==> config.mk <==
export PLATFORM = sky130hd
export DESIGN_NAME = piso_serializer_flat
export DESIGN_NICKNAME = d
export VERILOG_FILES = /design/src/rtl/piso_serializer_if.sv /design/src/rtl/piso_serializer.sv /design/src/flat_wrapper.sv
export SDC_FILE = /design/constraint.sdc
export NUM_CORES = 1
export LEC_CHECK = 0
export ABC_AREA = 1
export CAP_MARGIN = 20
export CORE_AREA = 4 4 41 43
export DETAILED_ROUTE_END_ITERATION = 12
export DIE_AREA = 0 0 45 47
export PLACE_DENSITY_LB_ADDON = 0.12
export SLEW_MARGIN = 5
export SYNTH_ARGS = -nofsm -noshare
export SYNTH_HDL_FRONTEND = slang
export SYNTH_SLANG_ARGS = --single-unit
==> constraint.sdc <==
create_clock -name clk -period 3.25 [get_ports clk]
set_input_delay 0.4875 -clock clk [delete_from_list [all_inputs] [get_ports clk]]
set_output_delay 0.4875 -clock clk [all_outputs]
set_load 0.005 [all_outputs]
==> src/rtl/piso_serializer_if.sv <==
// piso_serializer_if: load handshake and serial output bundle for
// piso_serializer. The slave modport is the serializer's view; the master
// modport is the view of whatever drives words in and consumes bits.
interface piso_serializer_if #(
  parameter int WIDTH = 4
);
  logic             load_valid;
  logic [WIDTH-1:0] load_data;
  logic             load_ready;
  logic             shift_en;
  logic             data_out;
  logic             out_valid;
  logic             busy;
  logic             done;

  modport master (
    output load_valid,
    output load_data,
    output shift_en,
    input  load_ready,
    input  data_out,
    input  out_valid,
    input  busy,
    input  done
  );

  modport slave (
    input  load_valid,
    input  load_data,
    input  shift_en,
    output load_ready,
    output data_out,
    output out_valid,
    output busy,
    output done
  );
endinterface

==> src/rtl/piso_serializer.sv <==
// piso_serializer: parallel-in, serial-out shifter, MSB first.
// A word is taken through a valid/ready handshake while idle, then one bit
// leaves per cycle with shift_en high. done pulses for one cycle after the
// final bit has been shifted out.
// Optional feature macro: PISO_SERIALIZER_PARITY_EN appends an even-parity
// bit after the LSB.
module piso_serializer #(
  parameter int WIDTH = 4
) (
  input  logic              clk,
  input  logic              reset,
  piso_serializer_if.slave  bus
);

  localparam int CW = $clog2(WIDTH + 1);

`ifdef PISO_SERIALIZER_PARITY_EN
  typedef enum logic [1:0] {
    IDLE   = 2'd0,
    SHIFT  = 2'd1,
    PARITY = 2'd2
  } state_t;
`else
  typedef enum logic {
    IDLE  = 1'b0,
    SHIFT = 1'b1
  } state_t;
`endif

  state_t           state;
  logic [WIDTH-1:0] shift_reg;
  logic [CW-1:0]    cnt;
  logic             done_reg;
`ifdef PISO_SERIALIZER_PARITY_EN
  logic             parity_reg;
`endif

  // Ready only while idle, and never during a reset cycle.
  assign bus.load_ready = (state == IDLE) && !reset;

  // Serial outputs are decoded from registers only; data_out is forced low
  // whenever no valid bit is on the wire.
  always_comb begin
    bus.out_valid = 1'b0;
    bus.data_out  = 1'b0;
    case (state)
      SHIFT: begin
        bus.out_valid = 1'b1;
        bus.data_out  = shift_reg[WIDTH-1];
      end
`ifdef PISO_SERIALIZER_PARITY_EN
      PARITY: begin
        bus.out_valid = 1'b1;
        bus.data_out  = parity_reg;
      end
`endif
      default: begin
        bus.out_valid = 1'b0;
        bus.data_out  = 1'b0;
      end
    endcase
  end

  assign bus.busy = bus.out_valid;
  assign bus.done = done_reg;

  // Control FSM and datapath: load on handshake, shift on each qualified
  // strobe, pulse done when the last bit of the word leaves.
  always_ff @(posedge clk) begin
    if (reset) begin
      state     <= IDLE;
      shift_reg <= '0;
      cnt       <= '0;
      done_reg  <= 1'b0;
`ifdef PISO_SERIALIZER_PARITY_EN
      parity_reg <= 1'b0;
`endif
    end else begin
      done_reg <= 1'b0;
      case (state)
        IDLE: begin
          if (bus.load_valid) begin
            shift_reg <= bus.load_data;
            cnt       <= CW'(WIDTH);
            state     <= SHIFT;
`ifdef PISO_SERIALIZER_PARITY_EN
            parity_reg <= ^bus.load_data;
`endif
          end
        end
        SHIFT: begin
          if (bus.shift_en) begin
            shift_reg <= {shift_reg[WIDTH-2:0], 1'b0};
            cnt       <= cnt - CW'(1);
            if (cnt == CW'(1)) begin
`ifdef PISO_SERIALIZER_PARITY_EN
              state <= PARITY;
`else
              state    <= IDLE;
              done_reg <= 1'b1;
`endif
            end
          end
        end
`ifdef PISO_SERIALIZER_PARITY_EN
        PARITY: begin
          if (bus.shift_en) begin
            state    <= IDLE;
            done_reg <= 1'b1;
          end
        end
`endif
        default: begin
          state <= IDLE;
        end
      endcase
    end
  end

endmodule

==> src/flat_wrapper.sv <==
// flat-port wrapper written by rule: the top's interface ports become plain ports
module piso_serializer_flat 
#(
  parameter int WIDTH = 4
)
  (clk, reset, bus_load_valid, bus_load_data, bus_shift_en, bus_load_ready, bus_data_out, bus_out_valid, bus_busy, bus_done);
  piso_serializer_if #(.WIDTH(WIDTH)) bus_i ();
  input  logic clk;
  input  logic reset;
  input wire logic [$bits(bus_i.load_valid)-1:0] bus_load_valid;
  input wire logic [$bits(bus_i.load_data)-1:0] bus_load_data;
  input wire logic [$bits(bus_i.shift_en)-1:0] bus_shift_en;
  output wire logic [$bits(bus_i.load_ready)-1:0] bus_load_ready;
  output wire logic [$bits(bus_i.data_out)-1:0] bus_data_out;
  output wire logic [$bits(bus_i.out_valid)-1:0] bus_out_valid;
  output wire logic [$bits(bus_i.busy)-1:0] bus_busy;
  output wire logic [$bits(bus_i.done)-1:0] bus_done;
  assign bus_i.load_valid = bus_load_valid;
  assign bus_i.load_data = bus_load_data;
  assign bus_i.shift_en = bus_shift_en;
  assign bus_load_ready = bus_i.load_ready;
  assign bus_data_out = bus_i.data_out;
  assign bus_out_valid = bus_i.out_valid;
  assign bus_busy = bus_i.busy;
  assign bus_done = bus_i.done;
  piso_serializer #(.WIDTH(WIDTH)) u_core (.clk(clk), .reset(reset), .bus(bus_i));
endmodule
== Word level (Yosys, flattened, before mapping) ==
Cells that the tools add are included.
W data, S select, Z words.

* $add $sub $neg: 1
* Eq/ne operators: 3
* Mux-type cells: 13
* Bitwise gates (word level): 2
* Reductions and logical operators: 4

{| class="wikitable"
|+ Operator list
! operator !! count
|-
| $mux W4 || 2
|-
| $pmux W4 S2 || 1
|-
| $mux W1 || 6
|-
| $mux W3 || 2
|-
| $pmux W3 S2 || 1
|-
| $ne A2 B2 Y1 const B || 2
|-
| $eq A3 B1 Y1 const B || 1
|-
| $reduce_or A3 Y1 || 1
|-
| $sub A3 B1 Y3 const B || 1
|-
| $not A1 Y1 || 2
|-
| $pmux W1 S2 || 1
|-
| $reduce_and A2 Y1 || 1
|-
| $logic_and A1 B1 Y1 || 1
|-
| $logic_not A1 Y1 || 1
|}

* Register bits: 9
* Input port bits: 8
* Output and inout bits: 5
* Logic and storage cells: 27

== Logic depth before layout (Yosys ltp) ==
Gate-level depths: netlist of run 1.

* Word-level depth: 4
* Mapped depth: 7

== Worst setup path after synthesis of run 1 ==
Ideal clock, no wire load.

* Path type: register -> output
* Start point: reg u_core.state
* End point: out bus_data_out
* Data arrival time: 0.603 ns
* Required time: 2.762 ns
* Path slack: 2.159 ns
* Cell stages (with the launch flop): 4
* Cells stage by stage: dfxtp_1 buf_6 nand2_1 inv_1

* Cells in the longest elaborated chain, start to end: 1

{| class="wikitable"
|+ RTL lines
! what !! RTL line !! text
|-
| start: declaration || piso_serializer.sv:30 || <nowiki>state_t state;</nowiki>
|-
| start signal: assignment || piso_serializer.sv:71 || <nowiki>state <= IDLE;</nowiki>
|-
| start signal: assignment || piso_serializer.sv:85 || <nowiki>state <= SHIFT;</nowiki>
|-
| start signal: assignment || piso_serializer.sv:99 || <nowiki>state <= IDLE;</nowiki>
|-
| $mux W1 || piso_serializer.sv:46 || <nowiki>case (state)</nowiki>
|-
| end: declaration || flat_wrapper.sv:14 || <nowiki>output wire logic [$bits(bus_i.data_out)-1:0] bus_data_out;</nowiki>
|}

No other way between the ends.

== Worst setup path in the final report of run 1 ==
* Start point: in reset
* End point: out bus_load_ready

* Cells in the longest elaborated chain, start to end: 2

{| class="wikitable"
|+ RTL lines
! what !! RTL line !! text
|-
| start: declaration || flat_wrapper.sv:9 || <nowiki>input logic reset;</nowiki>
|-
| $logic_not A1 Y1 || piso_serializer.sv:39 || <nowiki>assign bus.load_ready = (state == IDLE) && !reset;</nowiki>
|-
| $logic_and A1 B1 Y1 || piso_serializer.sv:39 ||
|-
| end: declaration || flat_wrapper.sv:13 || <nowiki>output wire logic [$bits(bus_i.load_ready)-1:0] bus_load_ready;</nowiki>
|}

No other way between the ends.

==> results of run 1 <==
[logic make-up (layout without fill, tap and decap cells)]
family | count (synthesis) | after routing | share of synthesized area [%]
AOI/OAI and AO/OA | 9 | 9 | 11.0
adders and majority gates | 2 | 2 | 5.51
buffers and inverters | 11 | 25 | 11.6
DFF | 9 | 9 | 39.7
and+or+nand+nor | 31 | 31 | 32.2
[per-stage QoR]
step                      cell area (µm²)  std cells
after detailed placement              574         87
after floorplan                       454         62
final                                 601         91
after CTS                             601         91
after global placement                574         87
after global routing                  601         91
[area by class of cell]
class | count | area [µm²] | area share [%]
sequential | 9 | 180 | 30.0
multi-input combinational | 42 | 221 | 36.9
clock buffer | 4 | 26.3 | 4.38
timing repair buffer | 12 | 120 | 20.0
inverter | 9 | 33.8 | 5.63
tap | 15 | 18.8 | 3.13
[synthesized netlist by cell type]
master,instances
nand3_1,5
a31oi_1,1
dfxtp_1,9
buf_6,1
o21ai_0,5
a21oi_2,1
buf_4,1
inv_2,2
nand2_1,13
nand4_1,1
nor2_1,7
a21oi_1,2
or2_1,1
nand2_4,2
inv_1,7
ha_1,2
nand2_2,1
nor3_1,1
[how the worst max path moves through the flow]
stage	from	slack, ns	end
floorplan	u_core.state$_SDFF_PP0_	2.16	bus_data_out
global placement	reset	1.14	bus_load_ready
detailed placement	reset	1.14	bus_load_ready
CTS	reset	1.14	bus_load_ready
global route	reset	1.08	bus_load_ready
finish	reset	1.14	bus_load_ready
[power groups by stage]
| stage | Sequential (W) | Clock [W] | Combinational [W] |
|---|---|---|---|
| after CTS | 0.000125 | 0.0000916 | 0.0000484 |
| after detailed placement | 0.000128 | 0 | 0.0000479 |
| after global placement | 0.000128 | 0 | 0.0000479 |
| after global routing | 0.000126 | 0.0000949 | 0.0000544 |
| final | 0.000125 | 0.0000864 | 0.0000476 |
| after floorplan | 0.000125 | 0 | 0.0000313 |
[metal layers]
metal	GRT usage (%)	part of all wire, %
met1	12.0	49
met2	15.0	38
met3	1.92	8.2
met4	12.3	4.7
met5	0	0
[worst max-delay path, cell delays in order]
cell	delay, ns
clkdlybuf4s50_1	0.50
nor2_1	0.13
clkdlybuf4s50_1	0.50
==> run metrics, run 1 <==
status=finished clean; area share of the largest cell type after synthesis=39.7%; io pins=13; clock sink count=9; Die Ht=47 µm; Clock power frac=33.3%; post-cts resize count=0; largest net degree at the start of global routing=13; DRT antenna net count=0; Worst Reg2Reg Path Length in Cells=5; fillcell total=144; share of post-route cells with drive strength above 1=11.8%; Reg2Reg Setup Slack=2.01 ns; Leakage=0.280 nW; Pint=0.000190 W; DR WL/cell=9.78 µm; grt ovf=0; Synth warnings=0; drt total wl=890 µm; routed vias=407; clock skew=0.00693 ns; worst path required time=2.76 ns; dominant cell type by area after synthesis=dfxtp_1; Initial Util=34.9%; post-synthesis cell type count=18; NumNets Final=87; IO Port Bufs=12; Final Core Density=46.2%; pwr dens=432 nW/µm²; commonest cells after routing, fill and taps aside=nand2_1 (13), clkdlybuf4s50_1 (12), dfxtp_1 (9); vias per inst=4.47; initial antenna violation count=0; syn nets=72; syn_area_per_cell=7.33 µm²; combinational share of power=18.4%; Place WS=1.14 ns; Clk pin slew, worst setup/hold paths=0.06 ns; vias in the first global route=369; Slew Limit Fails=0; Reg power frac=48.3%; first-pass GRT wire length=1510 µm; H-tree depth=1; CP max FO=5; CTS Buf Count=3; R2R Path Start=u_core.state$_SDFF_PP0_; Setup WS post-layout=1.14 ns; clock buffer depth=2; Synth Cell Area=454 µm²; max frequency=474 MHz; # Max-Cap Violations=0; DP HPWL=657 µm; GP Congestion=0.737; DR pass1 iterations=2; DIE AREA=2120 µm²; Final min period=2.11 ns; later-pin clock latency in the skew report=0.26 ns; RSZ-0062 raised after global routing=no; Hold Path End=u_core.shift_reg[0]$_SDFFE_PP0P_; Worst setup EP type=output pin; max reg flops=4; DRT iter0 DRCs=1; CTS Hold Bufs=0; Rel. slew slack=70.7%; Worst Tran Pin Value=0.438 ns; kind of critical path=in -> out; type of the most critical hold path=reg -> reg; switching part of the total=26.6%; HP Start=u_core.shift_reg[0]$_SDFFE_PP0P_; post-synthesis sequential area ratio=39.7%; Hold Vio Cnt, Final=0; postcts setup bufs=0; Hold Crit Depth=2; CP startpoint kind=input port; Peak VDD IR=0.000194 V; WP data arrival=1.62 ns; commonest non-fill, non-tap cell in the layout=nand2_1; Fin Hold WS=0.485 ns; residual DRC count=0; net load switching power=0.0000690 W; root buffer cell=clkbuf_4; GRT Total Usage=10.4%; Setup-failing EPs final=0; synth top area cells=dfxtp_1 (40%), nand2_1 (11%), inv_1 (5.8%), nor2_1 (5.8%), ha_1 (5.5%); Tcrit/Tclk final=64.9%; reg-to-reg endpoint=u_core.shift_reg[3]$_SDFFE_PP0P_; Area Growth Syn to Fin=32.2%; FP Rows=13; # diodes=0; cell count after synthesis=62; Core Box Area=1300 µm²; Final Total Pwr=0.000259 W; CTS tree=built; Die X-Extent=45 µm; Yosys reg bits=9; Setup TNS=0 ns
No activity file was read; power rests on OpenSTA's default activity.
==> run 2: changes to the inputs <==
==> constraint.sdc (replaced) <==
create_clock -name clk -period 1.9 [get_ports clk]
set_input_delay 0.285 -clock clk [delete_from_list [all_inputs] [get_ports clk]]
set_output_delay 0.285 -clock clk [all_outputs]
set_load 0.005 [all_outputs]
==> run 2 against run 1 <==
Critical path type is now reg -> out. Via count is 4.4% higher. Global-route usage is 0.16 points lower. Highest routed layer unchanged. Clock-buffer cell count stayed put.
==> run metrics, run 2 (same netlist as run 1, synthesis figures left out) <==
drt total wl=944 µm (was 890 µm); GRT Total Usage=10.2% (was 10.4%); H-tree depth=1 (unchanged); CTS Hold Bufs=0 (unchanged); Core Box Area=1300 µm² (unchanged); switching part of the total=27.0% (was 26.6%); # diodes=0 (unchanged); Setup-failing EPs final=0 (unchanged); commonest cells after routing, fill and taps aside=nand2_1 (13), clkdlybuf4s50_1 (12), dfxtp_1 (9) (unchanged); Rel. slew slack=80.5% (was 70.7%); CP max-delay cell=dfxtp_1 (was clkdlybuf4s50_1); worst path required time=1.62 ns (was 2.76 ns); Leakage=0.289 nW (was 0.280 nW); CP max FO=8 (was 5); DP HPWL=697 µm (was 657 µm); Die Ht=47 µm (unchanged); share of post-route cells with drive strength above 1=14.1% (was 11.8%); Setup TNS=0 ns (unchanged); CP startpoint kind=flip-flop (was input port); Worst Tran Pin Value=0.292 ns (was 0.438 ns); Pint=0.000329 W (was 0.000190 W); max reg flops=4 (unchanged); clock buffer depth=2 (unchanged); Slew Limit Fails=0 (unchanged); DR WL/cell=10.2 µm (was 9.78 µm); vias in the first global route=379 (was 369); kind of critical path=reg -> out (was in -> out); Initial Util=34.9% (unchanged); Setup WS post-layout=0.230 ns (was 1.14 ns); FP Rows=13 (unchanged); combinational share of power=19.4% (was 18.4%); pwr dens=731 nW/µm² (was 432 nW/µm²); CTS Buf Count=3 (unchanged); initial antenna violation count=0 (unchanged); postcts setup bufs=0 (unchanged); Peak VDD IR=0.000323 V (was 0.000194 V); net load switching power=0.000121 W (was 0.0000690 W); first-pass GRT wire length=1510 µm (unchanged); post-cts resize count=0 (unchanged); DRT iter0 DRCs=5 (was 1); Worst Setup SP=u_core.state$_SDFF_PP0_ (was reset); largest net degree at the start of global routing=9 (was 13); CTS tree=built (unchanged); clock sink count=9 (unchanged); Die X-Extent=45 µm (unchanged); DR pass1 iterations=4 (was 2); Final min period=1.67 ns; later-pin clock latency in the skew report=0.26 ns (about the same); residual DRC count=0 (unchanged); WP data arrival=1.39 ns (was 1.62 ns); routed vias=425 (was 407); IO Port Bufs=12 (unchanged); GP Congestion=0.731 (was 0.737); HP Start=u_core.shift_reg[0]$_SDFFE_PP0P_ (unchanged); RSZ-0062 raised after global routing=no (unchanged); Reg power frac=47.2% (was 48.3%); type of the most critical hold path=reg -> reg (unchanged); Place WS=0.298 ns (was 1.14 ns); Clk pin slew, worst setup/hold paths=0.06 ns (about the same); root buffer cell=clkbuf_4 (unchanged); vias per inst=4.57 (was 4.47); clock skew=0.00133 ns (was 0.00693 ns); status=finished clean (unchanged); DIE AREA=2120 µm² (unchanged); NumNets Final=89 (was 87); io pins=13 (unchanged); # Max-Cap Violations=0 (unchanged); CP cell instances=nand2_1, inv_1, clkdlybuf4s50_1 (was clkdlybuf4s50_1, nor2_1, clkdlybuf4s50_1); Worst setup EP type=output pin (unchanged); R2R Path Start=u_core.state$_SDFF_PP0_ (unchanged); Area Growth Syn to Fin=35.5% (was 32.2%); max frequency=599 MHz; max incr delay on CP=0.49 ns (was 0.50 ns); Hold Vio Cnt, Final=0 (unchanged); Tcrit/Tclk final=87.9%; grt ovf=0 (unchanged); commonest non-fill, non-tap cell in the layout=nand2_1 (unchanged); Clock power frac=33.4% (was 33.3%); DRT antenna net count=0 (unchanged)
[run 2: changes by cell type in the layout (fill, tap and decap cells not counted), sizes merged]
cell,delta
buf,+2
[run 2: final timing paths]
check	endpoint	slack (ns)	cells after the start
max	bus_data_out	0.23	3
max reg2reg	u_core.shift_reg[3]$_SDFFE_PP0P_	0.72	6
min	u_core.shift_reg[0]$_SDFFE_PP0P_	0.48	2
min reg2reg	u_core.shift_reg[0]$_SDFFE_PP0P_	0.48	2
[run 2: per-layer routing]
layer	vias to the layer above	track usage [%]	part of all wire, %	wire length (µm)
met5	-	0	0	0
met4	0	10.5	2.9	27
met3	2	2.68	6.0	57
met2	10	13.8	40	373
met1	186	12.7	51	486
li1	227	-	-	-
[run 2: metrics by stage]
stage | util (%) | power [W] | hold WS, ns | instances | area, µm²
3_3_place_gp | 45.3 | 0.000304 | 0.460 | 89 | 589
4_1_cts | 47.3 | 0.000459 | 0.483 | 93 | 616
5_1_grt | 47.3 | 0.000479 | 0.503 | 93 | 616
2_1_floorplan | - | 0.000267 | 0.347 | 62 | 454
6_report | 47.3 | 0.000450 | 0.480 | 93 | 616
3_5_place_dp | 45.3 | 0.000305 | 0.474 | 89 | 589
[run 2: worst max-delay path, delay by kind of cell (launching register included)]
kind	cells	cell delay, ns
AND/OR/NAND/NOR	1	0.09
buffers and inverters	2	0.55
flip-flops	1	0.49
[run 2: final cells by class]
type	count	area (µm²)
Fill cell	135	686
Multi-Input combinational cell	42	221
Sequential cell	9	180
Timing Repair Buffer	14	135
Inverter	9	33.8
Clock buffer	4	26.3
Tap cell	15	18.8
[run 2: power by group through the flow]
stage / Clock [W] / Combinational (W) / Sequential [W]
floorplan: 0 / 0.0000536 / 0.000213
finish: 0.000150 / 0.0000874 / 0.000212
global route: 0.000166 / 0.0000981 / 0.000215
global placement: 0 / 0.0000883 / 0.000216
CTS: 0.000158 / 0.0000886 / 0.000212
detailed placement: 0 / 0.0000878 / 0.000217
==> run 3: changes to the inputs <==
--- a/config.mk
+++ b/config.mk
@@ -10,6 +10,7 @@
 export CORE_AREA = 4 4 41 43
 export DETAILED_ROUTE_END_ITERATION = 12
 export DIE_AREA = 0 0 45 47
+export HOLD_SLACK_MARGIN = 0.06
 export PLACE_DENSITY_LB_ADDON = 0.12
 export SLEW_MARGIN = 5
 export SYNTH_ARGS = -nofsm -noshare
==> constraint.sdc (replaced) <==
create_clock -name clk -period 1.6 [get_ports clk]
set_input_delay 0.24 -clock clk [delete_from_list [all_inputs] [get_ports clk]]
set_output_delay 0.24 -clock clk [all_outputs]
set_load 0.005 [all_outputs]
==> run 3 against run 2 <==
Largest cell class unchanged. Via count is 4.7% higher. Clock power increased by 21%. Core utilization is 0.29 points higher. Clock skew rose by 0.0014 ns. Register-to-register slack got worse by 0.25 ns. Highest routed layer unchanged. Global-route usage rose by 0.30 points. Die area unchanged. Largest power group unchanged. Sequential power rose by 19%. First-iteration DRC count grew 80%.
==> run metrics, run 3 (same netlist as run 1, synthesis figures left out) <==
Initial Util=34.9% (unchanged); WP data arrival=1.28 ns (was 1.39 ns); Tcrit/Tclk final=95.2%; GP Congestion=0.781 (was 0.731); HP Start=u_core.shift_reg[0]$_SDFFE_PP0P_ (unchanged); NumNets Final=89 (unchanged); GRT Total Usage=10.5% (was 10.2%); Final min period=1.52 ns; commonest cells after routing, fill and taps aside=nand2_1 (13), clkdlybuf4s50_1 (12), dfxtp_1 (8) (was nand2_1 (13), clkdlybuf4s50_1 (12), dfxtp_1 (9)); # Max-Cap Violations=0 (unchanged); area of the multi-input gates=221 µm² (unchanged); vias per inst=4.78 (was 4.57); switching part of the total=27.5% (was 27.0%); CP max FO=2 (was 8); status=finished clean (unchanged); root buffer cell=clkbuf_4 (unchanged); Core Box Area=1300 µm² (unchanged); FP Rows=13 (unchanged); DR WL/cell=10.2 µm (about the same); clock sink count=9 (unchanged); Clk pin slew, worst setup/hold paths=0.06 ns (about the same); Leakage=0.290 nW (was 0.289 nW); Worst setup EP type=output pin (unchanged); worst path bufs/invs=2 (unchanged); type of the most critical hold path=reg -> reg (unchanged); DIE AREA=2120 µm² (unchanged); io pins=13 (unchanged); residual DRC count=0 (unchanged); CP max-delay cell=clkdlybuf4s50_1 (was dfxtp_1); grt ovf=0 (unchanged); Top delay family on crit path=buffers and inverters (unchanged); routed vias=445 (was 425); Die X-Extent=45 µm (unchanged); clock buffer depth=2 (unchanged); Reg2Reg Setup Slack=0.47 ns (was 0.72 ns); combinational share of power=19.4% (about the same); Hold Crit Depth=2 (unchanged); CTS tree=built (unchanged); max incr delay on CP=0.50 ns (was 0.49 ns); Die Ht=47 µm (unchanged); max frequency=657 MHz; Worst Tran Pin Value=0.167 ns (was 0.292 ns); Setup-failing EPs final=0 (unchanged); DRT antenna net count=0 (unchanged); Area Growth Syn to Fin=36.4% (was 35.5%); H-tree depth=1 (unchanged); DRT iter0 DRCs=9 (was 5); Peak VDD IR=0.000387 V (was 0.000323 V); max reg flops=4 (unchanged); Worst Reg2Reg Path Length in Cells=4 (was 6); Clock power frac=33.8% (was 33.4%); Pint=0.000391 W (was 0.000329 W); fillcell total=134 (was 135); drt total wl=948 µm (was 944 µm); clock skew=0.00272 ns (was 0.00133 ns); CP cell instances=clkdlybuf4s50_1, nor2_1, clkdlybuf4s50_1 (was nand2_1, inv_1, clkdlybuf4s50_1); Post-Layout Inst Area=619 µm² (was 616 µm²); first-pass GRT wire length=1520 µm (was 1510 µm); share of post-route cells with drive strength above 1=15.4% (was 14.1%); RSZ-0062 raised after global routing=no (unchanged); initial antenna violation count=0 (unchanged); R2R Path Start=u_core.cnt[0]$_SDFFE_PP0P_ (was u_core.state$_SDFF_PP0_); worst path required time=1.36 ns (was 1.62 ns); sequential cell area=184 µm² (was 180 µm²); postcts setup bufs=0 (unchanged); DP HPWL=696 µm (was 697 µm); IO Port Bufs=12 (unchanged); vias in the first global route=370 (was 379); DR pass1 iterations=4 (unchanged); Hold Path End=u_core.shift_reg[0]$_SDFFE_PP0P_ (unchanged); pwr dens=870 nW/µm² (was 731 nW/µm²); commonest non-fill, non-tap cell in the layout=nand2_1 (unchanged); net load switching power=0.000148 W (was 0.000121 W); Setup TNS=0 ns (unchanged); Placed Area=589 µm² (unchanged); Rel. slew slack=88.8% (was 80.5%); CP startpoint kind=input port (was flip-flop); Fin Hold WS=0.484 ns (was 0.480 ns); # diodes=0 (unchanged); reg-to-reg endpoint=u_core.cnt[1]$_SDFFE_PP0P_ (was u_core.shift_reg[3]$_SDFFE_PP0P_); Hold Vio Cnt, Final=0 (unchanged); crit-path most repeated cell=clkdlybuf4s50_1; largest net degree at the start of global routing=9 (unchanged); later-pin clock latency in the skew report=0.27 ns (was 0.26 ns); kind of critical path=in -> out (was reg -> out); CTS Buf Count=3 (unchanged); Reg power frac=46.8% (was 47.2%); Slew Limit Fails=0 (unchanged)
[run 3: cell types whose count changed in the layout (fill, tap and decap cells not counted)]
cell	previous run	this run
dfxtp_4	0	1
dfxtp_1	9	8
[run 3: worst max path at each step]
stage / slack, ns / cells past startpoint / end / from
2_1_floorplan: 0.54 / 4 / u_core.cnt[1]$_SDFFE_PP0P_ / u_core.cnt[0]$_SDFFE_PP0P_
3_3_place_gp: 0.08 / 3 / bus_load_ready / reset
3_5_place_dp: 0.06 / 3 / bus_load_ready / reset
5_1_grt: 0.02 / 3 / bus_load_ready / reset
4_1_cts: 0.06 / 3 / bus_data_out / u_core.state$_SDFF_PP0_
6_report: 0.08 / 3 / bus_load_ready / reset
[run 3: tightest hold or removal path: cells and delay by family, from the launching register on]
kind / cells / cell delay, ns
compound gates: 1 / 0.06
flops: 1 / 0.31
simple gates: 1 / 0.07
[run 3: power by group through the flow]
stage / clock [W] / combinational [W] / sequential, W
after global placement: 0 / 0.000105 / 0.000257
after detailed placement: 0 / 0.000105 / 0.000257
after global routing: 0.000196 / 0.000118 / 0.000254
after floorplan: 0 / 0.0000637 / 0.000253
final: 0.000182 / 0.000105 / 0.000252
after CTS: 0.000187 / 0.000106 / 0.000252
[run 3: layout make-up]
cell class	instances	share of cell area (%)
Multi-Input combinational cell	42	35.8
Sequential cell	9	29.7
Timing Repair Buffer	14	21.8
Inverter	9	5.45
Clock buffer	4	4.24
Tap cell	15	3.03
[run 3: layer usage]
| metal | global-route usage, % | share of wire (%) |
|---|---|---|
| met1 | 12.8 | 47 |
| met2 | 13.6 | 39 |
| met3 | 3.07 | 9.9 |
| met4 | 12.3 | 4.5 |
| met5 | 0 | 0 |
[run 3: timing repair]
item,CTS,global route
cloned,0,0
pin swaps,0,0
hold buffers,0,0
endpoints found under the setup margin,1,1
gates resized for setup,1,1
[run 3: through the flow]
step                std cells  power (W)  setup slack, ns  util, %
finish                     93   0.000539           0.0769     47.6
global route               93   0.000568           0.0191     47.6
CTS                        93   0.000545           0.0643     47.4
detailed placement         89   0.000362           0.0647     45.3
global placement           89   0.000361           0.0760     45.3
floorplan                  62   0.000317            0.540        -
